==> config.mk <==
export PLATFORM = sky130hd
export DESIGN_NAME = pipeline_inst_sequencer
export DESIGN_NICKNAME = d
export VERILOG_FILES = /design/src/rtl/pipeline_inst_sequencer.sv
export SDC_FILE = /design/constraint.sdc
export NUM_CORES = 1
export LEC_CHECK = 0
export CAP_MARGIN = 20
export CORE_MARGIN = 2
export CORE_UTILIZATION = 30
export DETAILED_ROUTE_END_ITERATION = 10
export DONT_BUFFER_PORTS = 1
export GPL_ROUTABILITY_DRIVEN = 0
export PLACE_DENSITY = 0.51
export REMOVE_ABC_BUFFERS = 1
export SKIP_CTS_REPAIR_TIMING = 1
export SYNTH_ARGS = -nofsm -noshare
export SYNTH_HDL_FRONTEND = slang
export SYNTH_SLANG_ARGS = --single-unit
==> constraint.sdc <==
create_clock -name clk -period 2.7 [get_ports clk]
set_clock_uncertainty 0.2 [all_clocks]
set_input_delay 0.405 -clock clk [delete_from_list [all_inputs] [get_ports clk]]
set_output_delay 0.405 -clock clk [all_outputs]
set_load 0.03 [all_outputs]
==> src/rtl/pipeline_inst_sequencer.sv <==
// Instruction-register sequencer for the ID/EX/MEM/WB stages: advances, holds, bubbles or squashes on hazard requests and gates the PC.
// Optional performance counters are enabled by defining PIPE_PERF_CNT_EN.
module pipeline_inst_sequencer #(
  parameter logic [31:0] NOP_INST  = 32'h00000013,
  parameter int          MAX_STALL = 4,
  parameter int          CNT_W     = 32
) (
  input  logic             clk,
  input  logic             rst,
  input  logic [31:0]      inst_fetch,
  input  logic             fetch_valid,
  input  logic             stall_req,
  input  logic             flush_req,
  input  logic             mem_busy,
  output logic [31:0]      inst_decode,
  output logic [31:0]      inst_execute,
  output logic [31:0]      inst_memory,
  output logic [31:0]      inst_writeback,
  output logic [3:0]       stage_valid,
  output logic             pc_en,
  output logic [1:0]       state,
  output logic             stall_timeout,
  output logic [CNT_W-1:0] bubble_cnt,
  output logic [CNT_W-1:0] flush_cnt
);

  localparam int SC_W = $clog2(MAX_STALL + 1);

  typedef enum logic [1:0] {
    RUN      = 2'd0,
    LU_STALL = 2'd1,
    MEM_WAIT = 2'd2,
    FLUSH    = 2'd3
  } state_t;

  typedef enum logic [2:0] {
    ACT_ADV    = 3'd0,
    ACT_HOLD   = 3'd1,
    ACT_BUBBLE = 3'd2,
    ACT_FLUSH1 = 3'd3,
    ACT_FLUSH2 = 3'd4
  } act_t;

  state_t           state_r;
  state_t           state_nxt_s;
  act_t             act_s;
  logic             flush_pend_r;
  logic             pend_nxt_s;
  logic             timeout_set_s;
  logic [SC_W-1:0]  stall_cnt_r;
  logic [31:0]      inst_d_r;
  logic [31:0]      inst_e_r;
  logic [31:0]      inst_m_r;
  logic [31:0]      inst_w_r;
  logic [3:0]       valid_r;
  logic             stall_timeout_r;
  logic             pc_en_s;

  // Select this cycle's pipeline action and next state; priority mem_busy > flush > stall > advance.
  always_comb begin
    act_s         = ACT_ADV;
    state_nxt_s   = RUN;
    pend_nxt_s    = 1'b0;
    timeout_set_s = 1'b0;
    if (mem_busy) begin
      act_s       = ACT_HOLD;
      state_nxt_s = MEM_WAIT;
      // A freeze landing mid-flush must not lose the wrong-path squash.
      pend_nxt_s  = flush_pend_r | flush_req | (state_r == FLUSH);
    end else if (state_r == MEM_WAIT) begin
      if (flush_pend_r || flush_req) begin
        act_s       = ACT_FLUSH1;
        state_nxt_s = FLUSH;
      end else begin
        act_s       = ACT_ADV;
        state_nxt_s = RUN;
      end
    end else if (flush_req) begin
      act_s       = ACT_FLUSH1;
      state_nxt_s = FLUSH;
    end else if (state_r == FLUSH) begin
      act_s       = ACT_FLUSH2;
      state_nxt_s = RUN;
    end else if (stall_req) begin
      if (stall_cnt_r == SC_W'(MAX_STALL)) begin
        act_s         = ACT_ADV;
        state_nxt_s   = RUN;
        timeout_set_s = 1'b1;
      end else begin
        act_s       = ACT_BUBBLE;
        state_nxt_s = LU_STALL;
      end
    end else begin
      act_s       = ACT_ADV;
      state_nxt_s = RUN;
    end
  end

  // PC advance enable derived from the chosen action.
  always_comb begin
    pc_en_s = 1'b0;
    if (rst) begin
      pc_en_s = 1'b0;
    end else begin
      case (act_s)
        ACT_ADV:    pc_en_s = fetch_valid;
        ACT_FLUSH1: pc_en_s = 1'b1;
        ACT_FLUSH2: pc_en_s = 1'b1;
        default:    pc_en_s = 1'b0;
      endcase
    end
  end

  // Control state, pending flush, stall counter and sticky timeout.
  always_ff @(posedge clk) begin
    if (rst) begin
      state_r         <= RUN;
      flush_pend_r    <= 1'b0;
      stall_cnt_r     <= '0;
      stall_timeout_r <= 1'b0;
    end else begin
      state_r      <= state_nxt_s;
      flush_pend_r <= pend_nxt_s;
      if (timeout_set_s) begin
        stall_timeout_r <= 1'b1;
      end else begin
        stall_timeout_r <= stall_timeout_r;
      end
      case (act_s)
        ACT_BUBBLE: stall_cnt_r <= stall_cnt_r + {{(SC_W-1){1'b0}}, 1'b1};
        ACT_HOLD:   stall_cnt_r <= stall_cnt_r;
        default:    stall_cnt_r <= '0;
      endcase
    end
  end

  // Instruction registers and valid bits, {W,M,E,D} ordering for valid_r.
  always_ff @(posedge clk) begin
    if (rst) begin
      inst_d_r <= NOP_INST;
      inst_e_r <= NOP_INST;
      inst_m_r <= NOP_INST;
      inst_w_r <= NOP_INST;
      valid_r  <= 4'b0000;
    end else begin
      case (act_s)
        ACT_ADV: begin
          inst_w_r <= inst_m_r;
          inst_m_r <= inst_e_r;
          inst_e_r <= inst_d_r;
          inst_d_r <= fetch_valid ? inst_fetch : NOP_INST;
          valid_r  <= {valid_r[2:0], fetch_valid};
        end
        ACT_BUBBLE: begin
          inst_w_r <= inst_m_r;
          inst_m_r <= inst_e_r;
          inst_e_r <= NOP_INST;
          valid_r  <= {valid_r[2], valid_r[1], 1'b0, valid_r[0]};
        end
        ACT_FLUSH1: begin
          inst_w_r <= inst_m_r;
          inst_m_r <= inst_e_r;
          inst_e_r <= NOP_INST;
          inst_d_r <= NOP_INST;
          valid_r  <= {valid_r[2], valid_r[1], 2'b00};
        end
        ACT_FLUSH2: begin
          inst_w_r <= inst_m_r;
          inst_m_r <= inst_e_r;
          inst_e_r <= inst_d_r;
          inst_d_r <= NOP_INST;
          valid_r  <= {valid_r[2:0], 1'b0};
        end
        default: begin
          inst_d_r <= inst_d_r;
          inst_e_r <= inst_e_r;
          inst_m_r <= inst_m_r;
          inst_w_r <= inst_w_r;
          valid_r  <= valid_r;
        end
      endcase
    end
  end

`ifdef PIPE_PERF_CNT_EN
  logic [CNT_W-1:0] bubble_cnt_r;
  logic [CNT_W-1:0] flush_cnt_r;
  logic             flush_acc_s;

  // A request merged into an already-pending flush is the same event.
  assign flush_acc_s = flush_req & ~flush_pend_r;

  // Saturating performance counters.
  always_ff @(posedge clk) begin
    if (rst) begin
      bubble_cnt_r <= '0;
      flush_cnt_r  <= '0;
    end else begin
      if ((act_s == ACT_BUBBLE) && (bubble_cnt_r != {CNT_W{1'b1}})) begin
        bubble_cnt_r <= bubble_cnt_r + {{(CNT_W-1){1'b0}}, 1'b1};
      end else begin
        bubble_cnt_r <= bubble_cnt_r;
      end
      if (flush_acc_s && (flush_cnt_r != {CNT_W{1'b1}})) begin
        flush_cnt_r <= flush_cnt_r + {{(CNT_W-1){1'b0}}, 1'b1};
      end else begin
        flush_cnt_r <= flush_cnt_r;
      end
    end
  end

  assign bubble_cnt = bubble_cnt_r;
  assign flush_cnt  = flush_cnt_r;
`else
  assign bubble_cnt = {CNT_W{1'b0}};
  assign flush_cnt  = {CNT_W{1'b0}};
`endif

  assign inst_decode    = inst_d_r;
  assign inst_execute   = inst_e_r;
  assign inst_memory    = inst_m_r;
  assign inst_writeback = inst_w_r;
  assign stage_valid    = valid_r;
  assign state          = state_r;
  assign stall_timeout  = stall_timeout_r;
  assign pc_en          = pc_en_s;

endmodule
Word-level counts from Yosys, hierarchy flattened
Cells that the tools add are included.
{ "word_totals": {"reg_bits": 139, "output_inout_bits": 200, "wordCells": 63} }
{ "classes": {"add_sub_neg": 1, "eq_ne": 7, "muxes": 27, "bitwise_logic": 4, "reduce_logical": 13} }
{ "ops": {"columns": ["operator", "n"], "rows": [
  ["32-bit case mux with 2 select lines", 2],
  ["32-bit two-way mux", 1],
  ["2-bit two-way mux", 8],
  ["4-bit case mux with 4 select lines", 1],
  ["3-bit two-way mux", 5],
  ["2-bit OR reduction", 5],
  ["1-bit two-way mux", 8],
  ["3-bit by 2-bit equality test with 1-bit output (second input constant)", 2],
  ["3-bit equality test (second input constant)", 2],
  ["3-bit case mux with 2 select lines", 1],
  ["2-bit equality test (second input constant)", 2],
  ["2-bit nonzero test", 2],
  ["4-bit nonzero test", 1],
  ["4-bit OR reduction", 1],
  ["3-bit by 1-bit adder with 3-bit output (second input constant)", 1],
  ["3-bit by 1-bit equality test with 1-bit output (second input constant)", 1],
  ["3-bit zero test", 1],
  ["3-bit nonzero test", 1],
  ["1-bit NOT", 2],
  ["1-bit OR", 2],
  ["1-bit case mux with 2 select lines", 1],
  ["2-bit AND reduction", 1],
  ["1-bit logical OR", 1]
]} }

Logic depth before layout (Yosys ltp)
Gate-level depths: netlist (run 1).
{ "depth": {"word_depth": 11, "ltp_mapped": 7} }

Worst setup path after synthesis (run 1)
OpenSTA, ideal clock, no wires.
{ "synth_timing": {"path_type": "reg2out", "start": "reg state_r[1], in the netlist state[1]", "end": "out pc_en", "t_arrival_ns": 1.776, "slack_ns": 0.319, "path_stages_with_launch": 6, "path_buffers": 1, "cell_sequence": "dfxtp_1 > nor2b_1 > a2111oi_4 > buf_6 > a21oi_2 > nor2_2"} }
{ "synth_via": {"elab_chain_len": 9} }
{ "synth_rtl": {"columns": ["item", "line", "source"], "rows": [
  ["start: declaration", "44", "state_t state_r;"],
  ["start signal: assignment", "122", "state_r <= state_nxt_s;"],
  ["2-bit equality test", "81", "end else if (state_r == FLUSH) begin"],
  ["3-bit two-way mux", "81", null],
  ["3-bit two-way mux", "78", "end else if (flush_req) begin"],
  ["3-bit two-way mux *", "70", "end else if (state_r == MEM_WAIT) begin"],
  ["3-bit two-way mux *", "65", "if (mem_busy) begin"],
  ["3-bit equality test / 3-bit by 2-bit equality test with 1-bit output (equally long branches)", "105", "case (act_s)"],
  ["2-bit OR reduction (no source line)", null, null],
  ["1-bit case mux with 2 select lines *", "105", null],
  ["1-bit two-way mux *", "102", "if (rst) begin"],
  ["end: declaration", "20", "output logic pc_en,"]
]} }
Every way passes the cells marked *; elsewhere a longest branch is shown, timed or not.

Worst setup path after layout (run 1)
{ "layout_timing": {"start": "reg stall_cnt_r[0]", "end": "out pc_en"} }
{ "layout_via": {"elab_chain_len": 11} }
{ "layout_rtl": {"columns": ["item", "line", "source"], "rows": [
  ["start: declaration", "50", "logic [SC_W-1:0] stall_cnt_r;"],
  ["start signal: assignment", "130", "ACT_BUBBLE: stall_cnt_r <= stall_cnt_r + {{(SC_W-1){1'b0}}, 1'b1};"],
  ["start signal: assignment", "131", "ACT_HOLD: stall_cnt_r <= stall_cnt_r;"],
  ["3-bit equality test *", "85", "if (stall_cnt_r == SC_W'(MAX_STALL)) begin"],
  ["2-bit two-way mux *", "85", null],
  ["3-bit two-way mux *", "84", "end else if (stall_req) begin"],
  ["3-bit two-way mux *", "81", null],
  ["3-bit two-way mux *", "78", null],
  ["3-bit two-way mux *", "70", null],
  ["3-bit two-way mux *", "65", null],
  ["3-bit equality test / 3-bit by 2-bit equality test with 1-bit output (equally long branches)", "105", null],
  ["2-bit OR reduction (no source line)", null, null],
  ["1-bit case mux with 2 select lines *", "105", null],
  ["1-bit two-way mux *", "102", null]
]} }
Marks and branches as above.

==> results of run 1 <==
## stage by stage
stage / setup slack, ps / cells
after CTS: 68.61 / 818
final: 152.0 / 874
after floorplan: -672.1 / 544
after global routing: 7.447 / 873
after detailed placement: 504.1 / 786
after global placement: 535.9 / 786
## power by group through the flow
| stage | clock (uW) | combinational, uW | sequential [uW] |
|---|---|---|---|
| after detailed placement | 0 | 252 | 2180 |
| after floorplan | 0 | 210 | 2170 |
| after CTS | 2320 | 253 | 2130 |
| after global routing | 2410 | 408 | 2130 |
| final | 2250 | 380 | 2130 |
| after global placement | 0 | 249 | 2180 |
## logic make-up (layout without fill, tap and decap cells)
family	count (synthesis)	in the layout	share of synthesized area, %
AO/OA/AOI/OAI	85	85	12.51
adder cells (fa/ha/maj)	2	2	0.4364
other	1	65	0.06541
multiplexers	61	61	10.65
buffers and inverters	108	98	12.00
AND/OR/NAND/NOR	190	190	15.80
flip-flops	139	139	48.54
## Yosys cell counts, types with 2 or more instances
library cell    n
dfxtp_1       139
o21ai_0         4
a22oi_2        29
inv_1           3
nand2b_1        5
buf_1           4
mux2i_1        61
a211o_1         6
nor2_1         68
ha_1            2
nand2_1        35
a21o_1          2
buf_2          16
nor2b_1         9
nor3b_1         5
nand3_1        29
nor2_2         30
clkbuf_1       18
nor3_1          2
buf_4          64
buf_6           3
a21oi_1        36
## area by class of cell
class	instances	area (um2)	area share, %
diodes	1	2.502	0.03648
repair buffers	63	690.7	10.07
well taps	234	292.8	4.269
clock buffers	20	446.7	6.512
multi-input cells	402	2507	36.56
flip-flops and latches	139	2784	40.59
inverters	3	11.26	0.1642
clock inverters	12	123.9	1.806
## worst max-delay path, cell delays in order, from the launching register on
cell	delay [ps]
dfxtp_1	340
inv_1	70
ha_1	190
nand2_2	90
a2111oi_4	460
a21oi_2	120
nor2_2	140
buf_12	130
## state kept, by name (all words and copies together) (netlist names)
| signal | cells |
|---|---|
| inst_writeback | 32 |
| stage_valid | 4 |
| inst_execute | 32 |
| inst_memory | 32 |
| inst_decode | 32 |
| flush_pend_r | 1 |
| stall_timeout | 1 |
| state | 2 |
| stall_cnt_r | 3 |
## worst max-delay path by stage
stage	from	endpoint	slack, ps	cells after the start
2_1_floorplan	state[1]	pc_en	-670	4
3_3_place_gp	state[1]	pc_en	540	5
3_5_place_dp	state[1]	pc_en	500	5
4_1_cts	state[1]	pc_en	70	5
5_1_grt	stall_cnt_r[0]	pc_en	7	7
6_report	stall_cnt_r[0]	pc_en	150	7
## cells in the final DEF (no fill, tap or decap), types with 2 or more instances in the layout
cell type	count
a211o_1	6
a21o_1	2
a21oi_1	36
a22oi_2	29
buf_12	4
buf_16	2
buf_4	6
bufinv_16	2
clkbuf_1	2
clkbuf_16	17
clkinv_2	6
clkinv_4	3
conb_1	64
dfxtp_1	138
dlygate4sd3_1	51
ha_1	2
inv_1	3
mux2i_1	61
nand2_1	35
nand2b_1	5
nand3_1	29
nor2_1	68
nor2_2	30
nor2b_1	9
nor3_1	2
nor3b_1	5
o21ai_0	4
## layer usage
metal | GRT usage, % | up-vias
li1 | - | 1933
met3 | 5.653 | 13
met1 | 14.31 | 1959
met4 | 4.579 | 0
met2 | 20.37 | 168
met5 | 0 | -
==> out/summary.txt, run 1 <==
Lkg Pwr: 0.002670 uW
Switching Fraction: 25.25%
IO Pins: 238
Top layer in use: met4
Core ar.: 18710 um2
Final Cell Area: 6859 um2
Internal power: 3561 uW
RSZ-0062 raised after global routing: no
M1 wire length: 6.000 mm
Violations in the final reports: negative hold slack
Worst-margin pin slew: 520.5 ps
Hold Path Cell Cnt: 2
Largest net degree at the start of global routing: 117
Flop pwr share: 44.7%
Final min period: 2548 ps
Count of pins over their slew limit: 0
CTS tree: built
Initial antenna violation count: 0
Pwr Total: 4764 uW
Number of global-route vias before repair: 3699
Final hold vios: 3
Total GRT Usage: 12.45%
Vias per inst: 4.660
Reg2reg end: inst_execute[13]
H-tree Lvls: 4
Post-synth top area cell: dfxtp_1
EDFF count, synth: 0
Register bit total from synthesis: 139
Synth warn: 0
Sequential-to-total area share from yosys stat: 48.54%
Required time of the worst setup path: 2100 ps
Routed via count: 4073
Fillers: 1850
Initial DRC count: 101
Worst-Skew Late Latency: 410 ps
Cells taking the most area after synthesis: dfxtp_1 (49%), mux2i_1 (11%), buf_4 (8.4%)
DPL Wire Length: 8.739 mm
First-pass GRT wire length: 19.70 mm
Unique masters post-synth: 38
Psw: 1203 uW
Worst hold start: mem_busy
R2R depth: 8
Status: finished, violations left
Share of cells above drive strength 1: 16.90%
First drt pass iteration count: 6
Worst setup EP type: output port
Crit Path Class: flop to output port
Detail Route Antenna Nets: 0
# clock sinks: 139
Net count, final: 666
Core Util, Final: 36.67%
TritonCTS Buffers: 17
Pwr/cell area: 694.6 nW/um2
Worst reg-to-reg setup slack: 250 ps
Final Setup Violations: 0
Tcrit/Tclk final: 94.37%
Initial Util: 30.65%
Hold Crit Endpoint: inst_writeback[13]
Slew HR: 65.19%
Final wirelength: 15.06 mm
Area Overhead vs Synth: 19.64%
MaxCap Viol Count: 0
HP Class: primary input to flop
Clk pwr share: 47.3%
CP max FO: 4
Met2 WL: 7.445 mm
Arrival @ worst endpoint: 1940 ps
Async SR Flop Fraction: 0%
FMAX: 0.3925 GHz
Row count: 50
Post-synthesis area per instance: 9.783 um2
Die Ht: 142.2 um
Setup TNS: 0 ps
Area after DPL: 5679 um2
Clk buf depth: 2
Post-Syn Area: 5733 um2
Syn Inst Count: 586
Crit Reg-Reg Startpoint: stall_cnt_r[0]
Gr ovfl total: 0
Wire per inst: 17.23 um
Die area: 20230 um2
Top_reg_cell synth: dfxtp_1
Post-route DRC: 0
Combinational Power Share: 8.0%
Post-synth top area share: 48.54%
Fin Hold WS: -22.05 ps
Clk pin slew, worst setup/hold paths: 60 ps
Die X: 142.2 um
Port Buffers: 0
Worst vdd ir: 0.3771 mV
Startpoint class of the critical path: flop
Root Buffer Master: clkbuf_16
Routed met3 length: 1.405 mm
No activity file was read; power rests on OpenSTA's default activity.
==> run 2, diff against run 1 <==
PLACE_DENSITY = 0.52   (was 0.51)
clock period = 2.19 ns   (was 2.7 ns; I/O delays follow)
==> run 2 against run 1 <==
Net effect:
- the flow finishes with violations (negative setup slack)
- combinational power is 21% higher
- sequential power is 23% higher
- first-iteration DRC count grew 79%
- critical endpoint unchanged
- count of clock-buffer cells in the layout up 5
- largest power group unchanged
- wire length up 2.6%
- core utilization rose by 3.2 points
- via count up 7.4%
- non-clock buffer count is 57 higher
- register-to-register slack got worse by 130 ps
- sequential share of layout area decreased by 3.2 points
- highest routed layer unchanged
==> out/summary.txt, run 2 (same netlist as run 1, synthesis figures left out) <==
Required time of the worst setup path: 1660 ps
Total GRT Usage: 12.48%
Detail Route Antenna Nets: 0
Commonest non-fill, non-tap cell in the layout: dfxtp_1
# clock sinks: 139
Pwr/cell area: 818.9 nW/um2
Final antenna diode count: 0
Flop pwr share: 43.0%
CP startpoint: stall_cnt_r[1]
Tcrit/Tclk final: 106.0%
Worst-Skew Late Latency: 410 ps
FMAX: 0.4308 GHz
Initial DRC count: 181
Post-route DRC: 0
H-tree Lvls: 4
Count of pins over their slew limit: 0
Arrival @ worst endpoint: 1790 ps
IO Pins: 238
Fillers: 1819
Worst setup EP type: output port
Port Buffers: 0
Dpl cells: 790
Clk buf depth: 2
MaxCap Viol Count: 0
Final min period: 2321 ps
Root Buffer Master: clkbuf_16
Worst-margin pin slew: 822.1 ps
CTS tree: built
CP max FO: 2
Slew HR: 45.19%
Pwr Total: 6103 uW
RSZ-0062 raised after global routing: yes
Final worst setup slack: -131.2 ps
Die Ht: 142.2 um
Largest net degree at the start of global routing: 117
Final std cells w/o fill: 930
DPL Wire Length: 8.623 mm
Wire per inst: 16.61 um
Share of cells above drive strength 1: 16.38%
Row count: 50
Die area: 20230 um2
Core ar.: 18710 um2
Final Cell Area: 7452 um2
Core Util, Final: 39.84%
Initial antenna violation count: 0
Pre-CTS setup slack: 96.46 ps
Die X: 142.2 um
Crit Reg-Reg Startpoint: stall_cnt_r[0]
Status: finished, violations left
Worst vdd ir: 0.4794 mV
Clk pwr share: 49.5%
Net count, final: 723
Clk pin slew, worst setup/hold paths: 60 ps
Area after DPL: 5697 um2
Final wirelength: 15.45 mm
Final hold vios: 0
Number of global-route vias before repair: 3605
Area Overhead vs Synth: 29.99%
Combinational Power Share: 7.5%
Violations in the final reports: negative setup slack
Internal power: 4666 uW
Routed via count: 4373
TritonCTS Buffers: 17
Crit Path Class: flop to output port
Psw: 1437 uW
Startpoint class of the critical path: flop
First drt pass iteration count: 5
First-pass GRT wire length: 19.51 mm
Vias per inst: 4.702
Lkg Pwr: 0.002960 uW
Commonest non-fill, non-tap cells in the layout: dfxtp_1 (137), dlygate4sd3_1 (102), nor2_1 (68)
HP Class: primary input to flop
Worst hold start: fetch_valid
Final Setup Violations: 1
Initial Util: 30.65%
Gr ovfl total: 0
Switching Fraction: 23.54%
==> run 2: cell count changes in the layout (fill, tap and decap cells not counted), sizes merged <==
cell         delta
buf             +6
bufinv          +2
clkbuf          +5
clkinv          -7
diode           -1
dlygate4sd3    +51
==> run 2: power by group through the flow <==
stage | logic (uW) | clock network [uW] | registers (uW)
finish | 460 | 3020 | 2620
global placement | 313 | 0 | 2680
floorplan | 258 | 0 | 2670
global route | 489 | 3220 | 2620
detailed placement | 317 | 0 | 2680
CTS | 318 | 3090 | 2620
==> run 2: final timing paths <==
kind	endpoint	slack, ps	cells after the start
hold / removal	inst_decode[4]	10	2
setup reg to reg	state[0]	120	8
hold reg to reg	stall_cnt_r[0]	290	2
setup / recovery	pc_en	-130	7
==> run 2: metrics by stage <==
step / hold WS [ps] / setup TNS, ps
after floorplan: 195.4 / -21550
after global placement: 205.5 / 0
after detailed placement: 206.6 / 0
after CTS: -244.0 / -307.2
after global routing: -4.979 / -270.9
final: 10.52 / -131.2
==> run 2: worst max-delay path: stages, from the launching register on <==
cell	delay, ps
dfxtp_2	330
inv_2	70
ha_4	150
nand2_4	60
a2111oi_4	410
a21oi_2	110
nor2_2	130
buf_6	140
==> run 2: cell type report <==
class	count	area [um2]	share of cell area, %
tap	234	292.8	3.929
clock buffer	25	475.5	6.380
clock inverter	7	137.6	1.847
inverter	3	11.26	0.1511
timing repair buffer	120	1225	16.44
sequential	139	2785	37.37
multi-input combinational	402	2525	33.88
==> run 2: metal layers <==
| layer | vias to the layer above | GRT usage, % | wire length [um] |
|---|---|---|---|
| li1 | 2049 | - | - |
| met1 | 2130 | 14.54 | 6258 |
| met2 | 178 | 19.78 | 7679 |
| met3 | 16 | 5.922 | 1331 |
| met4 | 0 | 5.053 | 178 |
| met5 | - | 0 | 0 |
